### src/rtl/arb8_pkg.sv
// Shared definitions for the eight-requester scheduler.
//   N_REQ   : number of requesters
//   ID_W    : width of a requester index
//   state_t : scheduler FSM states
package arb8_pkg;

  localparam int N_REQ = 8;
  localparam int ID_W  = 3;

  typedef enum logic {
    IDLE  = 1'b0,
    GRANT = 1'b1
  } state_t;

endpackage

### src/rtl/arb8_pick.sv
// Combinational winner picker for the scheduler.
//   req    [7:0] in  : request vector
//   ptr    [2:0] in  : round-robin pointer (last winner); ignored in fixed mode
//   any          out : at least one request present
//   id     [2:0] out : winning requester index (0 when none)
//   onehot [7:0] out : one-hot form of id (0 when none)
// Macro ARB8_SCHED_RR_EN selects round-robin; otherwise the highest set index wins.
module arb8_pick
  import arb8_pkg::*;
(
  input  logic [N_REQ-1:0] req,
  input  logic [ID_W-1:0]  ptr,
  output logic             any,
  output logic [ID_W-1:0]  id,
  output logic [N_REQ-1:0] onehot
);

  assign any    = |req;
  assign onehot = any ? (N_REQ'(1) << id) : '0;

`ifdef ARB8_SCHED_RR_EN
  logic [3:0]         sh;
  logic [2*N_REQ-1:0] dbl;
  logic [N_REQ-1:0]   rot;
  logic [ID_W-1:0]    k;

  // Rotate so that requester ptr+1 lands in bit 0, take the lowest set bit,
  // then undo the rotation to get the absolute index.
  always_comb begin
    sh  = {1'b0, ptr} + 4'd1;
    dbl = {req, req} >> sh;
    rot = dbl[N_REQ-1:0];
    k   = '0;
    for (int i = N_REQ - 1; i >= 0; i--) begin
      if (rot[i]) k = ID_W'(i);
    end
    id = k + ptr + ID_W'(1);
  end
`else
  logic unused_ptr;
  assign unused_ptr = ^ptr;

  // Ascending scan, last hit wins: bit 7 has the highest priority.
  always_comb begin
    id = '0;
    for (int i = 0; i < N_REQ; i++) begin
      if (req[i]) id = ID_W'(i);
    end
  end
`endif

endmodule

### src/rtl/arb8_sched.sv
// Eight-requester scheduler for one shared downstream resource.
// Grants one requester at a time, holds the grant until the owner signals done
// or drops its request, and revokes it after HOLD_MAX cycles (0 = no limit).
//   clk          in  : rising-edge clock
//   rst          in  : asynchronous active-high reset
//   req    [7:0] in  : request vector, level
//   done         in  : owner finished (sampled only while granted)
//   gnt    [7:0] out : registered one-hot grant
//   gnt_id [2:0] out : registered index of the granted requester
//   busy         out : high while a grant is active
//   timeout      out : one-cycle pulse when a grant is revoked by expiry alone
// Macro ARB8_SCHED_RR_EN: round-robin selection; undefined = fixed priority.
module arb8_sched
  import arb8_pkg::*;
#(
  parameter int HOLD_MAX = 16,
  parameter int CNT_W    = 8
) (
  input  logic             clk,
  input  logic             rst,
  input  logic [N_REQ-1:0] req,
  input  logic             done,
  output logic [N_REQ-1:0] gnt,
  output logic [ID_W-1:0]  gnt_id,
  output logic             busy,
  output logic             timeout
);

  localparam bit             TO_EN  = (HOLD_MAX != 0);
  localparam logic [CNT_W-1:0] EXP_AT = CNT_W'((HOLD_MAX == 0) ? 0 : HOLD_MAX - 1);

  state_t           state_q, state_d;
  logic [CNT_W-1:0] cnt_q, cnt_d;
  logic [N_REQ-1:0] gnt_q, gnt_d;
  logic [ID_W-1:0]  id_q, id_d;
  logic             to_q, to_d;

  logic             rel_drop, rel_exp;
  logic             pick_any;
  logic [ID_W-1:0]  pick_id;
  logic [N_REQ-1:0] pick_oh;
  logic [ID_W-1:0]  ptr_w;

`ifdef ARB8_SCHED_RR_EN
  logic [ID_W-1:0] ptr_q;

  // Pointer remembers the last winner; search restarts just after it.
  always_ff @(posedge clk or posedge rst) begin
    if (rst) begin
      ptr_q <= '1;
    end else if (state_q == IDLE && pick_any) begin
      ptr_q <= pick_id;
    end
  end
  assign ptr_w = ptr_q;
`else
  assign ptr_w = '1;
`endif

  arb8_pick u_pick (
    .req    (req),
    .ptr    (ptr_w),
    .any    (pick_any),
    .id     (pick_id),
    .onehot (pick_oh)
  );

  always_ff @(posedge clk or posedge rst) begin
    if (rst) begin
      state_q <= IDLE;
      cnt_q   <= '0;
      gnt_q   <= '0;
      id_q    <= '0;
      to_q    <= 1'b0;
    end else begin
      state_q <= state_d;
      cnt_q   <= cnt_d;
      gnt_q   <= gnt_d;
      id_q    <= id_d;
      to_q    <= to_d;
    end
  end

  always_comb begin
    state_d  = state_q;
    cnt_d    = cnt_q;
    gnt_d    = gnt_q;
    id_d     = id_q;
    to_d     = 1'b0;
    rel_drop = ~req[id_q];
    rel_exp  = TO_EN && (cnt_q == EXP_AT);
    case (state_q)
      IDLE: begin
        if (pick_any) begin
          state_d = GRANT;
          gnt_d   = pick_oh;
          id_d    = pick_id;
          cnt_d   = '0;
        end
      end
      GRANT: begin
        cnt_d = cnt_q + CNT_W'(1);
        if (done || rel_drop || rel_exp) begin
          state_d = IDLE;
          gnt_d   = '0;
          id_d    = '0;
          // A voluntary release in the same cycle as expiry is not a timeout.
          to_d    = rel_exp && !done && !rel_drop;
        end
      end
      default: begin
        state_d = IDLE;
        gnt_d   = '0;
        id_d    = '0;
      end
    endcase
  end

  assign gnt     = gnt_q;
  assign gnt_id  = id_q;
  assign busy    = (state_q == GRANT);
  assign timeout = to_q;

endmodule

### config.mk
export PLATFORM = sky130hd
export DESIGN_NAME = arb8_sched
export DESIGN_NICKNAME = d
export VERILOG_FILES = /design/src/rtl/arb8_pkg.sv /design/src/rtl/arb8_pick.sv /design/src/rtl/arb8_sched.sv
export SDC_FILE = /design/constraint.sdc
export NUM_CORES = 1
export LEC_CHECK = 0
export CORE_MARGIN = 1
export CORE_UTILIZATION = 60
export CTS_CLUSTER_DIAMETER = 60
export DETAILED_ROUTE_END_ITERATION = 16
export DONT_BUFFER_PORTS = 1
export GPL_ROUTABILITY_DRIVEN = 0
export PLACE_DENSITY = 0.76
export SYNTH_ARGS = -nofsm -noshare
export SYNTH_HDL_FRONTEND = slang
export SYNTH_HIERARCHICAL = 1
export SYNTH_SLANG_ARGS = --single-unit
### constraint.sdc
create_clock -name clk -period 3.7 [get_ports clk]
set_input_delay 0 -clock clk [delete_from_list [all_inputs] [get_ports clk]]
set_output_delay 0 -clock clk [all_outputs]
set_load 0.02 [all_outputs]
==> reports/results.txt <==
TritonCTS buffer count: 3
First drt pass iteration count: 5
Mapped cell area: 1240 um^2
Detailed Place HPWL: 1.71 mm
Post-Synthesis Cells: 131
Critical path endpoint category: flop
Switching Share: 0.455
Switch Pwr: 0.340 mW
Die X: 47.5 um
CTS max path bufs: 2
Clock power share: 0.154
Final Routed Wirelength: 2.68 mm
CTS Root Cell: clkbuf_4
# clock sinks: 21
Vias: 999
Seq pwr share: 0.554
Worst Setup Start Kind: primary input
Drt drc: 0
Nets: 150
DR WL/cell: 16.3 um
Critical path startpoint: req[7]
Vias in the first global route: 904
Iter 0 DRT Violations: 29
Arr. time, crit path: 2.45 ns
Setup_tns: 0 ns
Worst reg2reg setup slack: 1.50 ns
Placed cells: 153
Crit path to: gnt_id[1]
H-Tree Level Count: 1
RSZ-0062 raised after global routing: no
Setup CP Type: primary input to flop
Avg Cell Area, Syn: 9.47 um^2
Clock-pin slew on the worst setup and hold paths: 0.12 ns
CP cell instances: dlygate4sd3_1 -> nor4_4 -> nand2_1 -> or3_1 -> nor2_1 -> a22oi_1 -> o21ai_2
Combinational share of power: 0.292
Routed Antenna Nets: 0
Worst Tran Pin Value: 0.781 ns
Final Cycle Share: 0.598
Cells on worst reg2reg path: 4
Slew HR: 0.479
CTS Hold Bufs: 7
Clock latency on the worst-skew pair: 0.31 ns
Initial antenna violation count: 0
Die H: 47.5 um
CTS tree: yes
Setup Skew: 0.000619 ns
# setup viols final: 0
Setup bufs post-CTS: 0
First-pass GRT wire length: 4.05 mm
Worst path required time: 3.93 ns
Max-Cap Viols: 0
Buffers on Ports: 0
Crit path time final: 2.21 ns
Slowest CP cell: dlygate4sd3_1
Origin of the critical flop-to-flop path: busy
# rows: 16
Placeable Area: 1960 um^2
Fraction of layout cells with a size suffix above 1: 0.124
FF-to-FF End: gnt[2]
Initial cell density of the core: 0.632
Syn_nets: 143
Crit-path max FO: 11
Fin. Hold Viols: 0
P_leak: 0.601 nW
Hold WS: 0.0120 ns
Largest net degree at the start of global routing: 22
PwrDens: 559 nW/um^2
Vias per Instance: 6.09
Max Clk Rate: 452 MHz
Worst path max stage delay: 0.66 ns
Cell Int Power: 0.408 mW
Final cell count without fillers: 164
Die area: 2250 um^2
Worst vdd ir: 0.330 mV
Tot GR Track Use: 0.267
Status: completed
I/O pins: 24
ANT cells: 0
CTS resizes: 0
Worst Hold Class: primary input to flop
Max Slew Vio Count: 0
YS warnings: 6
Total gr overflow: 0
Area grow syn2layout: 7.97%
[worst max-delay path: cells and delay by family]
| family | cells | cell delay, ns |
|---|---|---|
| buf+inv | 1 | 0.66 |
| compound gates | 2 | 0.30 |
| simple gates | 4 | 1.48 |
[through the flow]
step                worst slack (ns)  utilization  instance area, um^2  power, mW
floorplan                       2.28            -                 1240      0.592
global route                    1.23        0.682                 1340      0.801
CTS                             1.48        0.682                 1340      0.744
global placement                1.60        0.633                 1240      0.612
finish                          1.49        0.682                 1340      0.748
detailed placement              1.51        0.633                 1240      0.623
[power by group through the flow]
stage	clock network (mW)	registers [mW]	logic, mW
after floorplan	0	0.371	0.220
after global placement	0	0.414	0.197
after detailed placement	0	0.418	0.206
after CTS	0.117	0.412	0.214
after global routing	0.124	0.428	0.248
final	0.115	0.414	0.218
[worst min-delay path by stage]
stage                      start        to  slack (ns)  cells past startpoint
after global placement       rst  cnt_q[2]        0.07                      1
after floorplan              rst      busy       -0.02                      1
after detailed placement     rst  cnt_q[2]        0.08                      1
after CTS                 req[5]    gnt[5]        0.01                      3
after global routing      req[5]    gnt[5]        0.03                      3
final                     req[5]    gnt[5]        0.01                      3
[routing by layer]
layer	routed length [um]	up-vias	global-route usage
li1	-	477	-
met1	1210	482	0.371
met2	1240	29	0.367
met3	130	11	0.0755
met4	104	0	0.166
met5	0	-	0
[cell usage in the layout, fill, tap and decap left out]
master and count:
a21oi_1 2, a22oi_1 5, a22oi_2 1, a31oi_1 3
and2_1 1, and2_2 1, and3_1 2, and3_2 1
clkbuf_4 3, clkinv_1 1, clkinv_2 1, dfrtp_1 21
dlygate4sd3_1 7, ha_1 1, inv_1 16, mux2i_1 12
nand2_1 12, nand2b_1 1, nand3_1 3, nand4_1 4
nor2_1 8, nor2b_1 1, nor3_1 1, nor3b_1 1
nor4_1 1, nor4_4 1, nor4b_1 2, o21ai_0 10
o21ai_2 3, o22ai_1 1, o22ai_2 6, o31ai_1 2
or3_1 1, xnor2_1 1
[state kept, by name, indices dropped and copies added, names as in the netlist]
register / count
timeout: 1
busy: 1
gnt: 8
gnt_id: 3
cnt_q: 8
[layout make-up]
class | instances | area [um^2]
clock inverters | 1 | 5.00
clock buffers | 3 | 22.5
multi-input cells | 88 | 618
well taps | 27 | 33.8
flip-flops and latches | 21 | 526
fillers | 179 | 623
repair buffers | 7 | 70.1
inverters | 17 | 63.8
Power figures use the tool's default switching activity.
